[config.mk]
export PLATFORM = sky130hd
export DESIGN_NAME = axi_default_slave
export DESIGN_NICKNAME = d
export VERILOG_FILES = /design/src/rtl/axi_default_slave_pkg.sv /design/src/rtl/axi_default_slave_ds_err_counter.sv /design/src/rtl/axi_default_slave.sv
export SDC_FILE = /design/constraint.sdc
export NUM_CORES = 1
export LEC_CHECK = 0
export CAP_MARGIN = 10
export CELL_PAD_IN_SITES_DETAIL_PLACEMENT = 1
export CELL_PAD_IN_SITES_GLOBAL_PLACEMENT = 2
export CORE_ASPECT_RATIO = 1.25
export CORE_MARGIN = 2
export CORE_UTILIZATION = 21
export DETAILED_ROUTE_END_ITERATION = 8
export PLACE_DENSITY = 0.83
export SYNTH_ARGS = -nofsm -noshare
export SYNTH_HDL_FRONTEND = slang
export SYNTH_SLANG_ARGS = --single-unit
[constraint.sdc]
create_clock -name clk -period 2.17 [get_ports clk]
set_clock_uncertainty 0.05 [all_clocks]
set_input_delay 0.434 -clock clk [delete_from_list [all_inputs] [get_ports clk]]
set_output_delay 0.434 -clock clk [all_outputs]
set_load 0.02 [all_outputs]
[src/rtl/axi_default_slave_pkg.sv]
// Shared AXI definitions for the default slave: bus widths, response codes
// and the read/write FSM state types.
// The width macros may be overridden on the command line; defaults below.

`ifndef AXI_IDS_BITS
`define AXI_IDS_BITS 8
`endif
`ifndef AXI_LEN_BITS
`define AXI_LEN_BITS 4
`endif
`ifndef AXI_DATA_BITS
`define AXI_DATA_BITS 32
`endif
`ifndef AXI_STRB_BITS
`define AXI_STRB_BITS 4
`endif

package axi_default_slave_pkg;

  localparam int IDS_W  = `AXI_IDS_BITS;
  localparam int LEN_W  = `AXI_LEN_BITS;
  localparam int DATA_W = `AXI_DATA_BITS;
  localparam int STRB_W = `AXI_STRB_BITS;

  localparam logic [1:0] RESP_OKAY   = 2'b00;
  localparam logic [1:0] RESP_SLVERR = 2'b10;
  localparam logic [1:0] RESP_DECERR = 2'b11;

  typedef enum logic {
    R_IDLE,
    R_BURST
  } r_state_t;

  typedef enum logic [1:0] {
    W_IDLE,
    W_DATA,
    W_RESP
  } w_state_t;

endpackage

[src/rtl/axi_default_slave_ds_err_counter.sv]
// Saturating 16-bit DECERR counter. Two independent increment strobes so a
// read completion and a write completion in the same cycle both count.

module ds_err_counter (
  input  logic        clk,
  input  logic        rst,
  input  logic        incA_i,
  input  logic        incB_i,
  output logic [15:0] count_o
);

  logic [15:0] cnt_q;
  logic [15:0] cnt_d;
  logic [16:0] sum;

  // Add both strobes in 17 bits and clamp at all-ones on overflow
  always_comb begin
    sum   = {1'b0, cnt_q} + 17'(incA_i) + 17'(incB_i);
    cnt_d = sum[16] ? 16'hFFFF : sum[15:0];
  end

  // Counter register, cleared by the synchronous active-low reset
  always_ff @(posedge clk) begin
    if (!rst) begin
      cnt_q <= '0;
    end else begin
      cnt_q <= cnt_d;
    end
  end

  assign count_o = cnt_q;

endmodule

[src/rtl/axi_default_slave.sv]
// AXI default slave: answers every unmapped read/write with DECERR.
// Independent read (R_IDLE/R_BURST) and write (W_IDLE/W_DATA/W_RESP) FSMs,
// one outstanding transaction per direction. All outputs decode from state.
// Optional feature: define DS_ERR_CNT_EN to add the DS_ErrCnt port.

module axi_default_slave
  import axi_default_slave_pkg::*;
(
  input  logic              clk,
  input  logic              rst,
  input  logic [IDS_W-1:0]  DS_ARID,
  input  logic [LEN_W-1:0]  DS_ARLen,
  input  logic              DS_ARValid,
  output logic              DS_ARReady,
  output logic [IDS_W-1:0]  DS_RID,
  output logic [DATA_W-1:0] DS_RData,
  output logic [STRB_W-1:0] DS_RStrb,
  output logic [1:0]        DS_RResp,
  output logic              DS_RLast,
  output logic              DS_RValid,
  input  logic              DS_RReady,
  input  logic [IDS_W-1:0]  DS_AWID,
  input  logic              DS_AWValid,
  output logic              DS_AWReady,
  input  logic              DS_WLast,
  input  logic              DS_WValid,
  output logic              DS_WReady,
  output logic [IDS_W-1:0]  DS_BID,
  output logic [1:0]        DS_BResp,
  output logic              DS_BValid,
  input  logic              DS_BReady
`ifdef DS_ERR_CNT_EN
  ,
  output logic [15:0]       DS_ErrCnt
`endif
);

  r_state_t         rState_q, rState_d;
  logic [IDS_W-1:0] rId_q, rId_d;
  logic [LEN_W-1:0] rLen_q, rLen_d;
  logic [LEN_W-1:0] rCnt_q, rCnt_d;

  w_state_t         wState_q, wState_d;
  logic [IDS_W-1:0] wId_q, wId_d;

  // Read channel outputs: pure decode of the read FSM registers
  assign DS_ARReady = (rState_q == R_IDLE);
  assign DS_RValid  = (rState_q == R_BURST);
  assign DS_RLast   = (rState_q == R_BURST) && (rCnt_q == rLen_q);
  assign DS_RID     = rId_q;
  assign DS_RData   = '0;
  assign DS_RStrb   = '0;
  assign DS_RResp   = RESP_DECERR;

  // Write channel outputs: pure decode of the write FSM registers
  assign DS_AWReady = (wState_q == W_IDLE);
  assign DS_WReady  = (wState_q == W_DATA);
  assign DS_BValid  = (wState_q == W_RESP);
  assign DS_BID     = wId_q;
  assign DS_BResp   = RESP_DECERR;

  // Read FSM registers
  always_ff @(posedge clk) begin
    if (!rst) begin
      rState_q <= R_IDLE;
      rId_q    <= '0;
      rLen_q   <= '0;
      rCnt_q   <= '0;
    end else begin
      rState_q <= rState_d;
      rId_q    <= rId_d;
      rLen_q   <= rLen_d;
      rCnt_q   <= rCnt_d;
    end
  end

  // Read next state: capture AR, then count beats up to the captured length
  always_comb begin
    rState_d = rState_q;
    rId_d    = rId_q;
    rLen_d   = rLen_q;
    rCnt_d   = rCnt_q;
    case (rState_q)
      R_IDLE: begin
        if (DS_ARValid) begin
          rId_d    = DS_ARID;
          rLen_d   = DS_ARLen;
          rCnt_d   = '0;
          rState_d = R_BURST;
        end
      end
      R_BURST: begin
        if (DS_RReady) begin
          if (rCnt_q == rLen_q) begin
            rState_d = R_IDLE;
          end else begin
            rCnt_d = rCnt_q + LEN_W'(1);
          end
        end
      end
      default: rState_d = R_IDLE;
    endcase
  end

  // Write FSM registers
  always_ff @(posedge clk) begin
    if (!rst) begin
      wState_q <= W_IDLE;
      wId_q    <= '0;
    end else begin
      wState_q <= wState_d;
      wId_q    <= wId_d;
    end
  end

  // Write next state: capture AW, sink beats until WLast, then issue B
  always_comb begin
    wState_d = wState_q;
    wId_d    = wId_q;
    case (wState_q)
      W_IDLE: begin
        if (DS_AWValid) begin
          wId_d    = DS_AWID;
          wState_d = W_DATA;
        end
      end
      W_DATA: begin
        if (DS_WValid && DS_WLast) begin
          wState_d = W_RESP;
        end
      end
      W_RESP: begin
        if (DS_BReady) begin
          wState_d = W_IDLE;
        end
      end
      default: wState_d = W_IDLE;
    endcase
  end

`ifdef DS_ERR_CNT_EN
  logic rDone;
  logic bDone;

  assign rDone = DS_RValid && DS_RReady && DS_RLast;
  assign bDone = DS_BValid && DS_BReady;

  ds_err_counter u_errCnt (
    .clk     (clk),
    .rst     (rst),
    .incA_i  (rDone),
    .incB_i  (bDone),
    .count_o (DS_ErrCnt)
  );
`endif

endmodule

# Word-level counts from Yosys, hierarchy flattened
# Cells that the tools add are included.
# word_totals
wordCells	36
in_bits	28
ff_bits	27
# classes
n_reduce_logical	7
n_eq_ne	9
bitwise	1
n_addsub	1
mux	12
# ops
op	count
2-to-1 mux 4 bit	3
inequality test 2 bit (second input constant)	4
case mux 4 bit (2 select lines)	1
2-to-1 mux 2 bit	3
case mux 2 bit (3 select lines)	1
AND reduction 3 bit	2
adder 4 x 1 -> 4 bit (second input constant)	1
== test 4 bit	1
inequality test 2 x 1 -> 1 bit (second input constant)	2
AND reduction 2 bit	2
2-to-1 mux 1 bit	3
== test 2 x 1 -> 1 bit (second input constant)	1
== test 2 bit (second input constant)	1
logical AND 1 bit	2
zero test 2 bit	1
case mux 1 bit (2 select lines)	1
inverter 1 bit	1

# Logic depth before layout (Yosys ltp)
# Gate-level depths: netlist of the first run.
# logic_depth
ltp_word	4
ltp_mapped	5

# Worst setup path after synthesis of the first run
# OpenSTA, ideal clock, no wires.
# synth_path
kind	reg-to-output
from	register rState_q, in the netlist DS_RValid
to	output DS_RLast
required_ps	1686
stages_incl_launch_ff	3
path_slack_ps	652
arrival_ps	1034
path_buffers	0
cell_sequence	dfxtp_1 inv_2 nor2_1
# synth_via
elab_chain_cells	1
# synth_rtl
element	line	text
from (decl)	axi_default_slave.sv:38	r_state_t rState_q, rState_d;
from (signal assigned)	axi_default_slave.sv:70	rState_q <= rState_d;
logical AND 1 bit	axi_default_slave.sv:49	assign DS_RLast = (rState_q == R_BURST) && (rCnt_q == rLen_q);
to (decl)	axi_default_slave.sv:19	output logic DS_RLast,
# Every way passes these cells.

# Worst setup path after layout of the first run
# layout_path
from	register wState_q[0]
to	output DS_WReady
# layout_via
elab_chain_cells	1
# layout_rtl
element	line	text
from (decl)	axi_default_slave.sv:43	w_state_t wState_q, wState_d;
from (signal assigned)	axi_default_slave.sv:111	wState_q <= wState_d;
== test 2 x 1 -> 1 bit	axi_default_slave.sv:57	assign DS_WReady = (wState_q == W_DATA);
to (decl)	axi_default_slave.sv:27	output logic DS_WReady,
# Every way passes these cells.

==> impl_summary.md, run 1 <==
Run status
The run finished with clean final reports.

Run
The count of max-cap constraint violations is 0.

Place
The placed standard-cell area is 1900 sq um. At the end of routability-driven placement, the weighted congestion stood at 0.791. In this run the tool buffered the top-level ports with 49 buffer cells.

Once detailed placement completed, the half-perimeter wirelength came to about 2.5 mm.

GRT
The number of global-route vias before repair is about 1.1k. For this run, the total global-route usage over all layers was measured as 8.22%. The maximum number of pins on one net before global-route repair is 32.

The number of antenna violations at the first check in global routing came to 0. The total overflow left after global routing is 0. The global-route wire length before repair is between 5 and 6 mm.

Finish
Once layout is complete, the utilization of the core stands at 28.2%. The diode insertion count for antenna repair is 0. At the end of the flow, the number of nets in the layout was between 200 and 300. The area used by sequential logic in the layout is ~540 sq um. The footprint of the multi-input gates is approximately 730 sq um.

After filler insertion, the fill cell instance count of the layout stands at around 860. The layout cell share with drive strength beyond 1 is under 10%. The layout-stage area growth over the synthesis result is 32.1%. With fillers left out, the area of the finished cells amounts to around 1900 sq um.

Drt
The final layout contains routed wiring with a total length of 3.21 mm. The detailed router finished its first iteration with 19 violations. The count of nets left with antenna violations after detail routing is 0. After detailed routing, the number of remaining DRC violations is 0.

After detailed routing, the average wire length per cell comes to approximately 10 microns. The via count is between 1k and 1.5k. The per-cell via count in the routed design is 3.70. The first detailed-routing pass ran for 2 iterations.

STA
Adding up every negative setup slack in the final design gives 0 ns. Setup repair after global routing left no endpoint under its margin. The number of hold violations in the final report was 0. The part of the cycle the worst path needs is between 90 and 100%. The minimum period implied by the final worst setup slack is about 2.0 ns. The maximum clock frequency is roughly 500 MHz.

The final number of setup-violating endpoints is 0. The number of pins exceeding their max-slew limit in the final report is 0.

Clock network
The number of buffers created by CTS is 3. Clock tree synthesis selected as its root buffer the cell sky130_fd_sc_hd__clkbuf_8. After clock tree synthesis, the clock-pin slew on the worst setup and hold paths is 0.10 ns.

The worst-case clock buffer depth is 2. The latest clock arrival within the worst-skew pair is ~0.27 ns. The quantity of hold-fixing buffers added after cts is 0. The clock sink total is 27. TritonCTS built the clock tree. In this run the number of H-tree levels came out at 1.

Worst setup path
The terminus of the critical flop-to-flop path is rCnt_q[0]$_SDFFE_PN0P_. The highest net fanout along the worst path is 3. For the worst setup path, the data arrival time is ~1.5 ns.

The startpoint of the most critical setup path is wState_q[0]$_SDFFE_PN0P_. The required time of the worst setup path is 1.69 ns. The startpoint identified for the worst register-to-register timing path is rCnt_q[1]$_SDFFE_PN0P_. The worst register-to-register path has a setup slack of around 0.9 ns. The setup path with the least slack is of type reg -> out. The nature of the critical path startpoint is a register. STA classifies the critical path endpoint as a primary output. The most critical setup path has its endpoint at DS_WReady. The depth of the worst register-to-register path is 5.

Power
The part of the power in combinational logic is 26.6%. The net switching power is 0.359 mW. The internal power component is ~0.8 mW. Per report_power, the sequential group accounts for 47.7% of the total.

Of the total power, the share spent switching nets is 31.5%. The standby leakage power is about 0.80 nW. The worst-case IR drop observed on VDD is 0.225 mV. For this design the ratio of total power to cell area is between 500 and 600 nW/um^2. The fraction of power consumed by the clock network is about 26%.

Floorplanning
Measured along the y axis, the die boundary spans between 90 and 100 microns. The floorplan step defined a core boundary enclosing roughly 7000 sq um. Row generation in the floorplan step produced 34 rows.

The number of top-level pins is 90. The floorplan step set the die width to 78.9 microns. Once the floorplan was initialized, standard cells occupied between 20% and 30% of the core. The die area is around 7700 sq um.

Hold path
In this run the worst hold path is classified as reg -> reg. The worst hold path passes through 2 cells.

Synth
The share of synthesized area in the top cell type comes to 36.7%. After synthesis, the cell types taking the most area are sky130_fd_sc_hd__dfxtp_1, sky130_fd_sc_hd__buf_4, sky130_fd_sc_hd__nand2_1. The fraction of the yosys area taken by sequential cells is between 30% and 40%.

The dominant cell type by area after synthesis is sky130_fd_sc_hd__dfxtp_1. In this run, synthesis produced a sequential element count of 27. Summing every instance area after synthesis gives between 1000 and 1500 sq um. The warning count from the yosys run is 0. In the synthesized netlist, the number of instances is approximately 180.

Dividing the synthesized area by the synthesized cell count gives between 8 and 9 sq um. The count of unique library cells instantiated by Yosys is 29.
## power by group through the flow
stage	Sequential [mW]	Clock (mW)	Combinational [mW]
floorplan	0.576	0	0.210
global placement	0.554	0	0.307
detailed placement	0.555	0	0.308
CTS	0.544	0.317	0.307
global route	0.548	0.338	0.328
finish	0.543	0.293	0.302
## per-stage QoR
stage | power (mW) | hold slack, ns | cells | setup WS, ns
floorplan | 0.787 | 0.398 | 215 | 0.652
global placement | 0.861 | 0.394 | 310 | 0.296
detailed placement | 0.863 | 0.406 | 310 | 0.281
CTS | 1.17 | 0.421 | 314 | 0.136
global route | 1.21 | 0.451 | 314 | 0.0889
finish | 1.14 | 0.414 | 314 | 0.165
## metal layers
layer	part of all wire, %	GRT usage [%]	vias up
met5	0	0	-
met4	1.5	2.79	0
met3	9.1	2.60	5
met2	50	14.9	56
met1	39	8.89	519
li1	-	-	583
## how the worst min path moves through the flow
| stage | from | end | slack (ns) |
|---|---|---|---|
| detailed placement | DS_RID[5]$_SDFFE_PN0P_ | DS_RID[5]$_SDFFE_PN0P_ | 0.41 |
| global route | DS_RID[6]$_SDFFE_PN0P_ | DS_RID[6]$_SDFFE_PN0P_ | 0.45 |
| CTS | DS_RID[5]$_SDFFE_PN0P_ | DS_RID[5]$_SDFFE_PN0P_ | 0.42 |
| floorplan | rLen_q[2]$_SDFFE_PN0P_ | rLen_q[2]$_SDFFE_PN0P_ | 0.40 |
| finish | DS_RID[1]$_SDFFE_PN0P_ | DS_RID[1]$_SDFFE_PN0P_ | 0.41 |
| global placement | DS_RID[5]$_SDFFE_PN0P_ | DS_RID[5]$_SDFFE_PN0P_ | 0.39 |
## worst max-delay path, stage by stage, from the launching register on
cell                              delay [ns]
sky130_fd_sc_hd__dfxtp_1                0.38
sky130_fd_sc_hd__nor2b_1                0.23
sky130_fd_sc_hd__clkdlybuf4s50_1        0.64
## logic make-up (layout without fill, tap and decap cells)
group,Yosys count,after routing,share of synthesized area [%]
simple gates,66,66,20.7
buf+inv,48,57,23.1
flops,27,27,36.7
compound gates,25,25,13.0
xor+xnor,4,4,2.38
mux,4,4,2.72
other cells,2,40,0.510
fa+ha+maj,1,1,0.850
## area by class of cell
| type | instances | area share, % |
|---|---|---|
| sequential | 27 | 27.8 |
| clock inverter | 1 | 0.257 |
| clock buffer | 3 | 2.12 |
| tap | 90 | 5.79 |
| timing repair buffer | 51 | 25.9 |
| multi-input combinational | 140 | 37.7 |
| inverter | 2 | 0.386 |
## state kept, by name, indices dropped and copies added (netlist names)
| register | cells |
|---|---|
| DS_BID | 8 |
| DS_RID | 8 |
| rCnt_q | 4 |
| rLen_q | 4 |
| wState_q | 2 |
| DS_RValid | 1 |
## cells in the final DEF, fill, tap and decap left out, drive strengths merged
cell type and n:
a21boi 21, a32oi 1, and2 1, and2b 1
and3 1, buf 2, clkbuf 3, clkdlybuf4s50 48
clkinv 1, conb 40, dfxtp 27, dlygate4sd2 1
ha 1, inv 2, mux2i 4, nand2 48
nand2b 2, nand3 4, nand4 3, nor2 3
nor2b 3, o2111ai 1, o21ai 1, o221a 1
xnor2 4
## Yosys cell counts (all sizes together)
library cell   n
nand2         48
buf           44
dfxtp         27
a21boi        21
mux2i          4
nand3          4
xnor2          4
nand4          3
nor2           3
nor2b          3
clkbuf         2
conb           2
inv            2
nand2b         2
a32oi          1
and2           1
and2b          1
and3           1
ha             1
o2111ai        1
o21ai          1
o221a          1
## timing repair
item                       CTS  global route
gates resized for setup      1             0
buffers inserted             0             0
setup endpoints to repair    1             0
(Power assumes the default switching activity.)
==> inputs of run 2 (changes only) <==
CTS_CLUSTER_SIZE = 12   (was default)
PLACE_DENSITY = default   (was 0.83)
PLACE_DENSITY_LB_ADDON = 0.1   (was default)
==> impl_summary.md, run 2 (synthesized netlist as in run 1, its figures left out) <==
Hold path
The worst hold path belongs to the class reg -> reg. The worst hold path begins at DS_BID[5]$_SDFFE_PN0P_.

Worst setup path
The required time of the worst setup path is 1.69 ns (about the same). The critical path is of the reg -> out type. The slowest cell on the critical path is sky130_fd_sc_hd__dfxtp_1. The highest net fanout along the worst path came to 5 (+2). The nature of the critical path startpoint is a register. The signal on the critical path passes through xnor2_1 -> nand4_2 -> nor2_1 -> dlygate4sd2_1. The endpoint class of the critical path is a primary output. The critical path starts at rCnt_q[2]$_SDFFE_PN0P_. The stage delay of the slowest cell on the critical path is 0.36 ns (-0.28 ns).

The worst path arrival time is 1.53 ns (about the same). The startpoint of the lowest-slack register-to-register path is DS_RValid$_SDFF_PN0_.

Clock network
The clock tree from TritonCTS is yes. The register clock-pin slew on the reported worst setup and hold paths is 0.10 ns (about the same). The number of setup buffers added after CTS came to 0 (unchanged). The worst-case clock buffer depth is 2 (unchanged). The number of buffers created by CTS is 3 (unchanged). The count of H-tree levels built during CTS is 1 (unchanged). The cell sitting at the root of the clock tree is a sky130_fd_sc_hd__clkbuf_8.

The clock sink total came to 27 (unchanged). The latest clock arrival within the worst-skew pair is 0.27 ns (about the same). The quantity of hold-fixing buffers added after cts was 0 (unchanged).

Floorplanning
The die span in y came to 97.6 microns (unchanged). The initial core utilization is 21.4% (unchanged). The row count is 34 (unchanged). The die outline width is 78.9 microns (unchanged). The placeable core region is 6890 sq um (unchanged). The number of top-level pins is 90 (unchanged). The die area is 7700 sq um (unchanged).

Drt
The number of iterations in the first detailed-routing pass is 2 (unchanged). The per-cell via count in the routed design was 3.76 (+1.4%). The number of DRC markers in iteration 0 is 36 (+17). The overall routed net length was 3.73 mm (+16%). The residual DRC count is 0 (unchanged). The via count is 1176 (+1.1%). The routed length per placed instance is 11.9 microns (+17%).

The count of nets left with antenna violations after detail routing was 0 (unchanged).

GRT
The maximum number of pins on one net before global-route repair is 32 (unchanged). The global-route wire length before repair came to 6.20 mm (+24%). The global router's overall resource usage is 10.0% (+1.8 points). The overall overflow remaining after global route is 0 (unchanged). The number of global-route vias before repair is 1300 (+20%). The number of antenna violations at the first check in global routing came to 0 (unchanged).

STA
Setup repair after global routing left no endpoint under its margin. The number of hold violations in the final report is 0 (unchanged). The total negative slack is 0 ns (unchanged). The final number of setup-violating endpoints was 0 (unchanged). The number of pins exceeding their max-slew limit in the final report is 0 (unchanged). The minimum period implied by the final worst setup slack is 2.01 ns (+0.00685 ns). The part of the cycle the worst path needs came to 92.7% (+0.32 points). The maximum clock frequency was 497 MHz (-0.34%).

Place
The routability congestion estimate is 0.710 (-10%). The detailed placement HPWL is 2.90 mm (+16%). The count of input and output buffers is 49 (unchanged).

Power
The net switching power was 0.368 mW (+2.7%). The internal power component is 0.778 mW (-0.21%). The standby leakage power is 0.789 nW (-0.88%). The switching share of total power is 32.1% (+0.62 points).

The fraction of power consumed by the clock network was 26.1% (+0.4 points). The part of the power in combinational logic is 26.4% (-0.2 points). The areal power density over the cells came to 589 nW/um^2 (+0.58%). The maximum vdd drop came to 0.225 mV (about the same).

The share of total power in sequential cells was 47.4% (-0.3 points).

Finish
The diode insertion count for antenna repair was 0 (unchanged). The final core utilization was 28.2% (+0.036 points). In the layout the commonest cells are sky130_fd_sc_hd__clkdlybuf4s50_1, sky130_fd_sc_hd__nand2_1, sky130_fd_sc_hd__conb_1. From synthesis to final layout, the design area changed by 32.3%. The layout cell share with drive strength beyond 1 was 5.83% (+0.026 points).

The net count of the finished layout is 253 (-0.39%). The library cell used most frequently in the layout, excluding fill and tap cells, is sky130_fd_sc_hd__clkdlybuf4s50_1.

Run
The count of max-cap constraint violations is 0 (unchanged).

Run status
The run finished with clean final reports.
-- run 2: changes by cell type in the layout (fill, tap and decap cells not counted), sizes merged --
cell      before  now
buf            2    1
clkinv         1    0
clkinvlp       0    1
-- run 2: power by group through the flow --
stage               logic, mW  registers, mW  clock network, mW
finish                  0.303          0.544              0.299
global route            0.330          0.548              0.341
CTS                     0.307          0.545              0.323
detailed placement      0.307          0.555                  0
global placement        0.302          0.554                  0
floorplan               0.210          0.576                  0
-- run 2: critical path, delay by kind of cell, from the launching register on --
family        cells  cell delay (ns)
buf+inv           1             0.34
simple gates      2             0.31
xor+xnor          1             0.25
flops             1             0.36
-- run 2: final timing paths --
path,slack [ns],cells past startpoint,end
worst min register to register,0.42,2,DS_BID[5]$_SDFFE_PN0P_
worst max-delay path,0.16,4,DS_RLast
worst max register to register,0.83,3,DS_RID[1]$_SDFFE_PN0P_
worst min-delay path,0.42,2,DS_BID[5]$_SDFFE_PN0P_
-- run 2: timing repair --
| item | in CTS | in global routing |
|---|---|---|
| endpoints found under the hold margin | 0 | 0 |
| gates resized for setup | 2 | 0 |
| setup endpoints to repair | 1 | 0 |
-- run 2: routing by layer --
metal  share of wire (%)  track usage, %  vias to the layer above  wire, microns
met5                   0               0                        -              0
met4                   0            2.79                        0              0
met3                 6.3            2.42                        0            236
met2                  57            19.8                       46           2120
met1                  37            10.1                      549           1380
li1                    -               -                      581              -
-- run 2: metrics by stage --
| step | total power [mW] | cell area, sq um | hold slack (ns) | setup slack, ns | std cells |
|---|---|---|---|---|---|
| after floorplan | 0.787 | 1610 | 0.398 | 0.652 | 215 |
| after global placement | 0.856 | 1890 | 0.391 | 0.181 | 309 |
| after detailed placement | 0.862 | 1890 | 0.406 | 0.157 | 309 |
| after CTS | 1.17 | 1950 | 0.422 | 0.126 | 313 |
| after global routing | 1.22 | 1950 | 0.437 | 0.0360 | 313 |
| final | 1.15 | 1950 | 0.417 | 0.158 | 313 |
-- run 2: area by class of cell --
type                    count  area [sq um]
fillers                   858          4940
multi-input cells         140           741
flip-flops and latches     27           541
repair buffers             50           497
well taps                  90           113
clock buffers               3          41.3
clock inverters             1          7.51
inverters                   2          7.51
==> inputs of run 3 (changes only) <==
PLACE_DENSITY = 0.9   (was default)
PLACE_DENSITY_LB_ADDON = default   (was 0.1)
TNS_END_PERCENT = 30   (was default)
==> impl_summary.md, run 3 (synthesized netlist as in run 1, its figures left out) <==
Run status
The run finished with clean final reports.

Worst setup path
Walking the worst path, the cells encountered are xnor2_1 -> nand4_2 -> nor2_1 -> dlygate4sd2_1. The required time of the worst setup path is 1.69 ns (about the same). The stage delay of the slowest cell on the critical path was 0.38 ns (+0.02 ns).

The endpoint class of the critical path is a primary output. The largest individual stage delay along the critical path comes from the cell sky130_fd_sc_hd__dfxtp_1. The startpoint identified for the worst register-to-register timing path is DS_RValid$_SDFF_PN0_.

The nature of the critical path startpoint is a register. The setup path with the least slack is of type reg -> out. The worst path arrival time is 1.56 ns (+0.03 ns). The highest net fanout along the worst path is 5 (unchanged). The depth of the worst register-to-register path is 3 (unchanged). The startpoint of the most critical setup path is rCnt_q[2]$_SDFFE_PN0P_.

GRT
The global-route wire length before repair is 5.27 mm (-15%). The number of global-route vias before repair is 1176 (-9.5%). The overall overflow remaining after global route was 0 (unchanged). The number of antenna violations at the first check in global routing was 0 (unchanged). The maximum number of pins on one net before global-route repair is 32 (unchanged). The global router's overall resource usage is 8.53% (-1.5 points).

Clock network
The register clock-pin slew on the reported worst setup and hold paths came to 0.10 ns (about the same). The quantity of gates resized following cts is 1 (-1). TritonCTS built the clock tree. The worst-case clock buffer depth came to 2 (unchanged). The quantity of hold-fixing buffers added after cts is 0 (unchanged). The number of setup buffers added after CTS is 0 (unchanged). The count of H-tree levels built during CTS is 1 (unchanged).

The clock sink total is 27 (unchanged). The number of buffers created by CTS is 3 (unchanged). The latest clock arrival within the worst-skew pair is 0.27 ns (about the same). The cell at the root of the clock tree is sky130_fd_sc_hd__clkbuf_8.

STA
Setup repair after global routing left no endpoint under its margin. The number of pins exceeding their max-slew limit in the final report is 0 (unchanged). The part of the cycle the worst path needs is 94.0% (+1.2 points). The final number of setup-violating endpoints is 0 (unchanged). The maximum clock frequency is 490 MHz (-1.3%). The number of hold violations in the final report came to 0 (unchanged). The worst hold slack is 0.409 ns (-0.00787 ns). The minimum period implied by the final worst setup slack is 2.04 ns (+0.0271 ns). The total negative slack is 0 ns (unchanged).

Place
The placed standard-cell area was 1890 sq um (unchanged). The count of input and output buffers is 49 (unchanged). The detailed placement HPWL was 2.56 mm (-12%). The number of cells after detailed placement is 309 (unchanged). The routability congestion estimate is 0.808 (+14%).

Finish
The diode insertion count for antenna repair is 0 (unchanged). The layout-stage area growth over the synthesis result is 31.5%. The footprint of the multi-input gates is 733 sq um (-1.0%).

The layout cell share with drive strength beyond 1 is 4.93% (-0.90 points). The most frequent standard cell in the layout excluding fill and tap cells is sky130_fd_sc_hd__clkdlybuf4s50_1. The area used by sequential logic in the layout is 541 sq um (unchanged).

The net count of the finished layout is 253 (unchanged). The filler cell count is 841 (-2.0%). The count of placed standard cells in the final layout, fillers left out is 313 (unchanged). In the layout the commonest cells are sky130_fd_sc_hd__clkdlybuf4s50_1, sky130_fd_sc_hd__nand2_1, sky130_fd_sc_hd__conb_1.

The post-route cell area is 1940 sq um (-0.58%).

Drt
The count of nets left with antenna violations after detail routing was 0 (unchanged). The number of DRC markers in iteration 0 is 25 (-31%). The residual DRC count is 0 (unchanged). The per-cell via count in the routed design is 3.77 (+0.26%). The number of iterations in the first detailed-routing pass is 4 (+2).

The via count is 1179 (+0.26%). The routed length per placed instance is 10.6 microns (-11%). The overall routed net length is 3.33 mm (-11%).

Power
The total power draw came to 1.14 mW (-0.90%). The maximum vdd drop came to 0.229 mV (+1.7%). The areal power density over the cells is 587 nW/um^2 (-0.33%). The standby leakage power came to 0.788 nW (about the same).

Floorplanning
The die span in y was 97.6 microns (unchanged). The initial core utilization is 21.4% (unchanged). The die area is 7700 sq um (unchanged).

The die outline width is 78.9 microns (unchanged). The number of top-level pins is 90 (unchanged). The placeable core region is 6890 sq um (unchanged). The row count is 34 (unchanged).

Hold path
The number of cells on the worst hold path is 2 (unchanged). The worst hold-check path type is reg -> reg. The startpoint identified for the worst hold timing path is DS_RID[5]$_SDFFE_PN0P_.

Run
The count of max-cap constraint violations was 0 (unchanged).
[run 3: changes by cell type in the layout (fill, tap and decap cells not counted), sizes merged]
cell	change
clkbuf	+1
clkinvlp	-1
[run 3: final cells by class]
type	count	area share, %
clock buffer	4	2.33
inverter	2	0.388
multi-input combinational	140	37.9
sequential	27	27.9
tap	90	5.82
timing repair buffer	50	25.7
[run 3: critical path, delay by kind of cell, from the launching register on]
family | cells | cell delay [ns]
xor gates and xnor gates | 1 | 0.26
DFF | 1 | 0.38
buffers and inverters | 1 | 0.34
and+or+nand+nor | 2 | 0.31
[run 3: metal layers]
layer  up-vias  routed length (microns)  track usage, %
met5         -                        0               0
met4         0                       16            2.65
met3         2                      249            1.86
met2        58                     1660            15.8
met1       537                     1400            9.56
li1        582                        -               -
[run 3: worst paths after layout]
kind / slack, ns / end
worst min register to register: 0.41 / DS_RID[5]$_SDFFE_PN0P_
worst max-delay path: 0.13 / DS_RLast
worst min-delay path: 0.41 / DS_RID[5]$_SDFFE_PN0P_
worst max register to register: 0.88 / DS_RID[2]$_SDFFE_PN0P_
[run 3: per-stage QoR]
stage               setup WS [ns]  util (%)
global placement            0.178      27.5
global route              0.00555      28.1
floorplan                   0.652         -
finish                      0.131      28.1
CTS                         0.123      28.1
detailed placement          0.167      27.5
[run 3: power breakdown]
part | switching, mW | internal (mW)
sequential | 0.0192 | 0.523
combinational | 0.176 | 0.123
clock | 0.162 | 0.132
total | 0.358 | 0.778
